### src/rtl/arb_pkg.sv
// ----------------------------------------------------------------------------
// arb_pkg
// Shared definitions for the instruction-memory port arbiter:
//   - owner_e          : who currently drives the memory port (fetch or data)
//   - DATA_MAX_DEFAULT : default bound on unlocked data beats while fetch waits
//   - hold_cnt_width() : width of the saturating hold counter for a given bound
// ----------------------------------------------------------------------------
package arb_pkg;

    typedef enum logic {
        OWN_IF = 1'b0,
        OWN_D  = 1'b1
    } owner_e;

    localparam int DATA_MAX_DEFAULT = 4;

    // One extra bit beyond clog2 so the counter can hold DATA_MAX-1 and still
    // keep counting during long locked bursts before it saturates.
    function automatic int hold_cnt_width(input int data_max);
        return $clog2(data_max) + 1;
    endfunction

endpackage : arb_pkg

### src/rtl/arb_hold_ctr.sv
// ----------------------------------------------------------------------------
// arb_hold_ctr
// Saturating up-counter that tracks how many consecutive data beats have been
// granted in the current data tenure.
//   clk, rst_n : clock, asynchronous active-low reset
//   i_clr      : clear to zero (wins over i_inc)
//   i_inc      : increment by one, holding at the all-ones value
//   o_ge       : counter value >= THRESH
// ----------------------------------------------------------------------------
module arb_hold_ctr #(
    parameter int W      = 3,
    parameter int THRESH = 3
) (
    input  logic clk,
    input  logic rst_n,
    input  logic i_clr,
    input  logic i_inc,
    output logic o_ge
);

    localparam logic [W-1:0] CNT_MAX  = '1;
    localparam logic [W-1:0] THRESH_V = W'(THRESH);

    logic [W-1:0] r_cnt;

    // NOTE: sequential state uses non-blocking assignments so every flop
    // samples the pre-edge values of its inputs, independent of block order.
    always_ff @(posedge clk or negedge rst_n) begin
        if (!rst_n) begin
            r_cnt <= '0;
        end else if (i_clr) begin
            r_cnt <= '0;
        end else if (i_inc && (r_cnt != CNT_MAX)) begin
            r_cnt <= r_cnt + 1'b1;
        end
    end

    assign o_ge = (r_cnt >= THRESH_V);

endmodule : arb_hold_ctr

### src/rtl/imem_port_arbiter.sv
// ----------------------------------------------------------------------------
// imem_port_arbiter
// Shares one byte-wide memory port (async read, sync write) between the
// instruction fetch stage (read-only) and the data unit (loads/stores with
// optional locked bursts). Data has priority; a hold counter bounds how many
// unlocked data beats may pass while fetch is waiting.
//
// Ports
//   clk, rst_n                  : clock, asynchronous active-low reset
//   if_req/if_addr              : fetch read request and byte address
//   if_gnt/if_rdata             : fetch beat accepted / read data
//   d_req/d_we/d_addr/d_wdata   : data request, write enable, address, data
//   d_lock                      : keep ownership across beats (burst)
//   d_gnt/d_rdata               : data beat accepted / read data
//   mem_addr/mem_wdata/mem_we   : memory address, write data, write enable
//   mem_rdata                   : asynchronous memory read data
//   owner_d                     : current owner (0 = fetch, 1 = data)
// ----------------------------------------------------------------------------
module imem_port_arbiter
    import arb_pkg::*;
#(
    parameter int AW       = 16,
    parameter int DATA_MAX = DATA_MAX_DEFAULT
) (
    input  logic          clk,
    input  logic          rst_n,

    input  logic          if_req,
    input  logic [AW-1:0] if_addr,
    output logic          if_gnt,
    output logic [7:0]    if_rdata,

    input  logic          d_req,
    input  logic          d_we,
    input  logic [AW-1:0] d_addr,
    input  logic [7:0]    d_wdata,
    input  logic          d_lock,
    output logic          d_gnt,
    output logic [7:0]    d_rdata,

    output logic [AW-1:0] mem_addr,
    output logic [7:0]    mem_wdata,
    output logic          mem_we,
    input  logic [7:0]    mem_rdata,

    output logic          owner_d
);

    localparam int CW = hold_cnt_width(DATA_MAX);

    owner_e r_owner;
    owner_e w_owner_nxt;
    logic   w_cnt_clr;
    logic   w_cnt_inc;
    logic   w_hold_ge;

    // ------------------------------------------------------------------
    // Owner register
    // ------------------------------------------------------------------
    always_ff @(posedge clk or negedge rst_n) begin
        if (!rst_n) begin
            r_owner <= OWN_IF;
        end else begin
            r_owner <= w_owner_nxt;
        end
    end

    // ------------------------------------------------------------------
    // Next-owner and hold-counter control
    // ------------------------------------------------------------------
    // NOTE: every signal driven here gets a default first, so no path
    // leaves it unassigned and no latch is inferred.
    always_comb begin
        w_owner_nxt = r_owner;
        w_cnt_clr   = 1'b0;
        w_cnt_inc   = 1'b0;

        unique case (r_owner)
            OWN_IF: begin
                // Counter is held at zero while fetch owns, so a new data
                // tenure always starts counting from zero. d_lock is ignored.
                w_cnt_clr = 1'b1;
                if (d_req) begin
                    w_owner_nxt = OWN_IF == r_owner ? OWN_D : r_owner;
                end
            end
            OWN_D: begin
                if (d_req) begin
                    // Hand over on this beat only if the burst is unlocked,
                    // fetch is waiting and data has used its allowance.
                    if (!d_lock && if_req && w_hold_ge) begin
                        w_owner_nxt = OWN_IF;
                        w_cnt_clr   = 1'b1;
                    end else begin
                        w_cnt_inc   = 1'b1;
                    end
                end else begin
                    // Data idle: release to a waiting fetch, otherwise park.
                    w_cnt_clr = 1'b1;
                    if (if_req) begin
                        w_owner_nxt = OWN_IF;
                    end
                end
            end
        endcase
    end

    arb_hold_ctr #(
        .W      (CW),
        .THRESH (DATA_MAX - 1)
    ) u_hold_ctr (
        .clk   (clk),
        .rst_n (rst_n),
        .i_clr (w_cnt_clr),
        .i_inc (w_cnt_inc),
        .o_ge  (w_hold_ge)
    );

    // ------------------------------------------------------------------
    // Grants and memory mux, all decoded from the registered owner so an
    // asynchronous reset drops grants and the write strobe immediately.
    // ------------------------------------------------------------------
    assign if_gnt    = if_req & (r_owner == OWN_IF);
    assign d_gnt     = d_req  & (r_owner == OWN_D);
    assign owner_d   = (r_owner == OWN_D);

    assign mem_addr  = (r_owner == OWN_D) ? d_addr : if_addr;
    assign mem_wdata = d_wdata;
    assign mem_we    = d_gnt & d_we;

    assign if_rdata  = mem_rdata;
    assign d_rdata   = mem_rdata;

endmodule : imem_port_arbiter

### config.mk
export PLATFORM = sky130hd
export DESIGN_NAME = imem_port_arbiter
export DESIGN_NICKNAME = d
export VERILOG_FILES = /design/src/rtl/arb_pkg.sv /design/src/rtl/arb_hold_ctr.sv /design/src/rtl/imem_port_arbiter.sv
export SDC_FILE = /design/constraint.sdc
export NUM_CORES = 1
export LEC_CHECK = 0
export BUFFER_PORTS_ARGS = -buffer_cell sky130_fd_sc_hd__buf_2
export CORE_MARGIN = 4
export CORE_UTILIZATION = 30
export CTS_CLUSTER_SIZE = 40
export DETAILED_ROUTE_END_ITERATION = 10
export GPL_TIMING_DRIVEN = 1
export HOLD_SLACK_MARGIN = 0.12
export PLACE_DENSITY = 0.84
export SYNTH_ARGS = -nofsm -noshare
export SYNTH_HDL_FRONTEND = slang
export SYNTH_SLANG_ARGS = --single-unit
### constraint.sdc
create_clock -name clk -period 2.4 [get_ports clk]
set_input_delay 0.12 -clock clk [delete_from_list [all_inputs] [get_ports clk]]
set_output_delay 0.12 -clock clk [all_outputs]
set_load 0.02 [all_outputs]
==> run metrics <==
Syn Area/Cell=9.327 µm²; dpl hpwl=1.419 mm; Synth top area share=31.71%; Post-Syn Nets=123; Comb power frac=46.0%; Final Power=just over 300 µW; unrepaired setup endpoints after global routing=no; die area=between 2000 and 3000 µm²; GR Overflow Total=0; sw frac=approximately a third; final worst-path cycle share=73.86%; r2r worst-path depth=5; final-stage net count=160; Syn. warnings=0; worst skew pair latency=0.23 ns; Flop pwr share=27.5%; post-synth cell types=14; CP max FO=22; Syn Inst Count=between 60 and 70; number of synthesized register bits=4; IO Pins=98; nature of the critical path endpoint=primary output; initial antenna violation count=0; DR WL/cell=12.62 µm; LEAKAGE=0.4354 nW; CTS hold repair buffers=1; worst slack at placement=between 0.8 and 0.9 ns; Fin Setup TNS=0 ns; Overall Global Routing Usage=10.08%; Netlist Area Pre-Place=615.6 µm²; Clock Tree Buf Depth=2; Sink Count=4; hold path cells=3; CP arrival=1.65 ns; number of flops mapped to enable cells by yosys=0; Pwr Density=399.2 nW/µm²; multi-input logic area=around 300 µm²; vias in the first global route=approximately 530; Post-Route WL=around 1.6 mm; TritonCTS clock tree=built; share of layout cells above drive strength 1=78.22%; maxcap violations=0; synth top area cells=buf_4 (32%), mux2_2 (29%), dfrtp_1 (16%); worst vdd ir=roughly 0.16 mV; Reg clk slew, reported paths=0.04 ns; startpoint types=register; crit path kind=reg2out; Clock power frac=26.5%; setup ws final=0.6275 ns; first-pass GRT wire length=2.049 mm; Post-synth top cells=buf_4 (26), mux2_2 (16), dfrtp_1 (4); hold slack=between 0.15 and 0.2 ns; Starting Density=a little under a third; Net Sw Power=around 110 µW; detailed-route vias per instance=between 4 and 5; fin. max-slew vios=0; CTS Buf Count=3; Most used DFF post-synth=dfrtp_1; clock skew=0.002603 ns; Hold Vio Cnt, Final=0; DP Area=between 700 and 800 µm²; Hold Crit Class=in2reg; internal power component=199.7 µW; Port Buffer Count=57; WP data required=~2.3 ns; Fillers=208; H-Tree Depth=1; largest net degree at the start of global routing=23; most frequent cell after synthesis=buf_4; Post-Layout Inst Area=between 700 and 800 µm²; # rows=16; setup bufs post-CTS=0; DRT antenna net count=0; die width=53.30 µm; DRC Markers=0; clk root buf=clkbuf_4; DR vias=547; DIE HEIGHT=53.30 µm; core area=1962 µm²; Peak Freq=564.2 MHz; Setup violations, final=0; Post-CTS Resized=0; DRT Pass-1 Iters=3; area grow syn2layout=25.41%; status=finished clean; placer congestion estimate=0.6901; register area=100.1 µm²; Async SR Flop Fraction=100.0%; worst slew pin tran=0.7878 ns; Period minus WS final=1.773 ns; Rel. slew slack=47.48%; dominant cell type by area after synthesis=buf_4; # diodes=0; First DRT Iteration DRCs=9; Seq/Total Area, Yosys=16.26%
==> final cells by class <==
cell class / count / share of cell area, %
Clock buffer: 3 / 2.917
Sequential cell: 4 / 12.97
Timing Repair Buffer: 58 / 38.25
Multi-Input combinational cell: 33 / 40.03
Inverter: 3 / 1.459
Tap cell: 27 / 4.376
==> flip-flops by register name (all words and copies together), names as in the netlist <==
register	cells
owner_d	1
u_hold_ctr.r_cnt	3
==> stage by stage <==
stage,utilization [%],std cells
detailed placement,37.69,124
global route,39.35,128
global placement,37.69,124
floorplan,-,66
CTS,39.35,128
finish,39.35,128
==> layout by cell type, fill, tap and decap left out, drive strengths merged <==
cell type     n
nor3          4
nand2         1
dlygate4sd3   1
nor2          2
mux2i         1
ha            3
clkbuf        3
dfrtp         4
and3          1
mux2         16
inv           3
buf          57
xor2          1
a21oi         3
a211oi        1
==> worst paths after layout <==
kind / startpoint / end / slack [ns]
hold / removal: d_req / u_hold_ctr.r_cnt[1] / 0.19
min in group asynchronous: rst_n / u_hold_ctr.r_cnt[1] / 0.22
max in group asynchronous: rst_n / u_hold_ctr.r_cnt[2] / 2.05
setup reg to reg: u_hold_ctr.r_cnt[0] / u_hold_ctr.r_cnt[2] / 0.96
setup / recovery: owner_d / mem_addr[2] / 0.63
hold reg to reg: u_hold_ctr.r_cnt[1] / u_hold_ctr.r_cnt[1] / 0.64
==> worst max-delay path, cell delays in order (launching register included) <==
cell	delay, ns
dfrtp_1	0.85
mux2_2	0.41
buf_2	0.16
==> power groups by stage <==
stage | Clock, mW | Sequential [mW] | Combinational, mW
3_3_place_gp | 0 | 0.0852 | 0.139
6_report | 0.0817 | 0.0847 | 0.142
3_5_place_dp | 0 | 0.0858 | 0.142
2_1_floorplan | 0 | 0.0785 | 0.149
5_1_grt | 0.0889 | 0.0862 | 0.153
4_1_cts | 0.0841 | 0.0850 | 0.144
==> kinds of logic after synthesis <==
logic type      synth area share, %
fa+ha+maj                     6.098
compound gates                4.471
simple gates                  7.318
flops                         16.26
mux                           30.89
buf+inv                       33.54
xor+xnor                      1.423
==> layer usage <==
layer	track usage [%]	wire length, µm
met3	3.662	293
met5	0	0
met4	6.809	15
met2	18.78	772
met1	8.739	533
(Power assumes the default switching activity.)
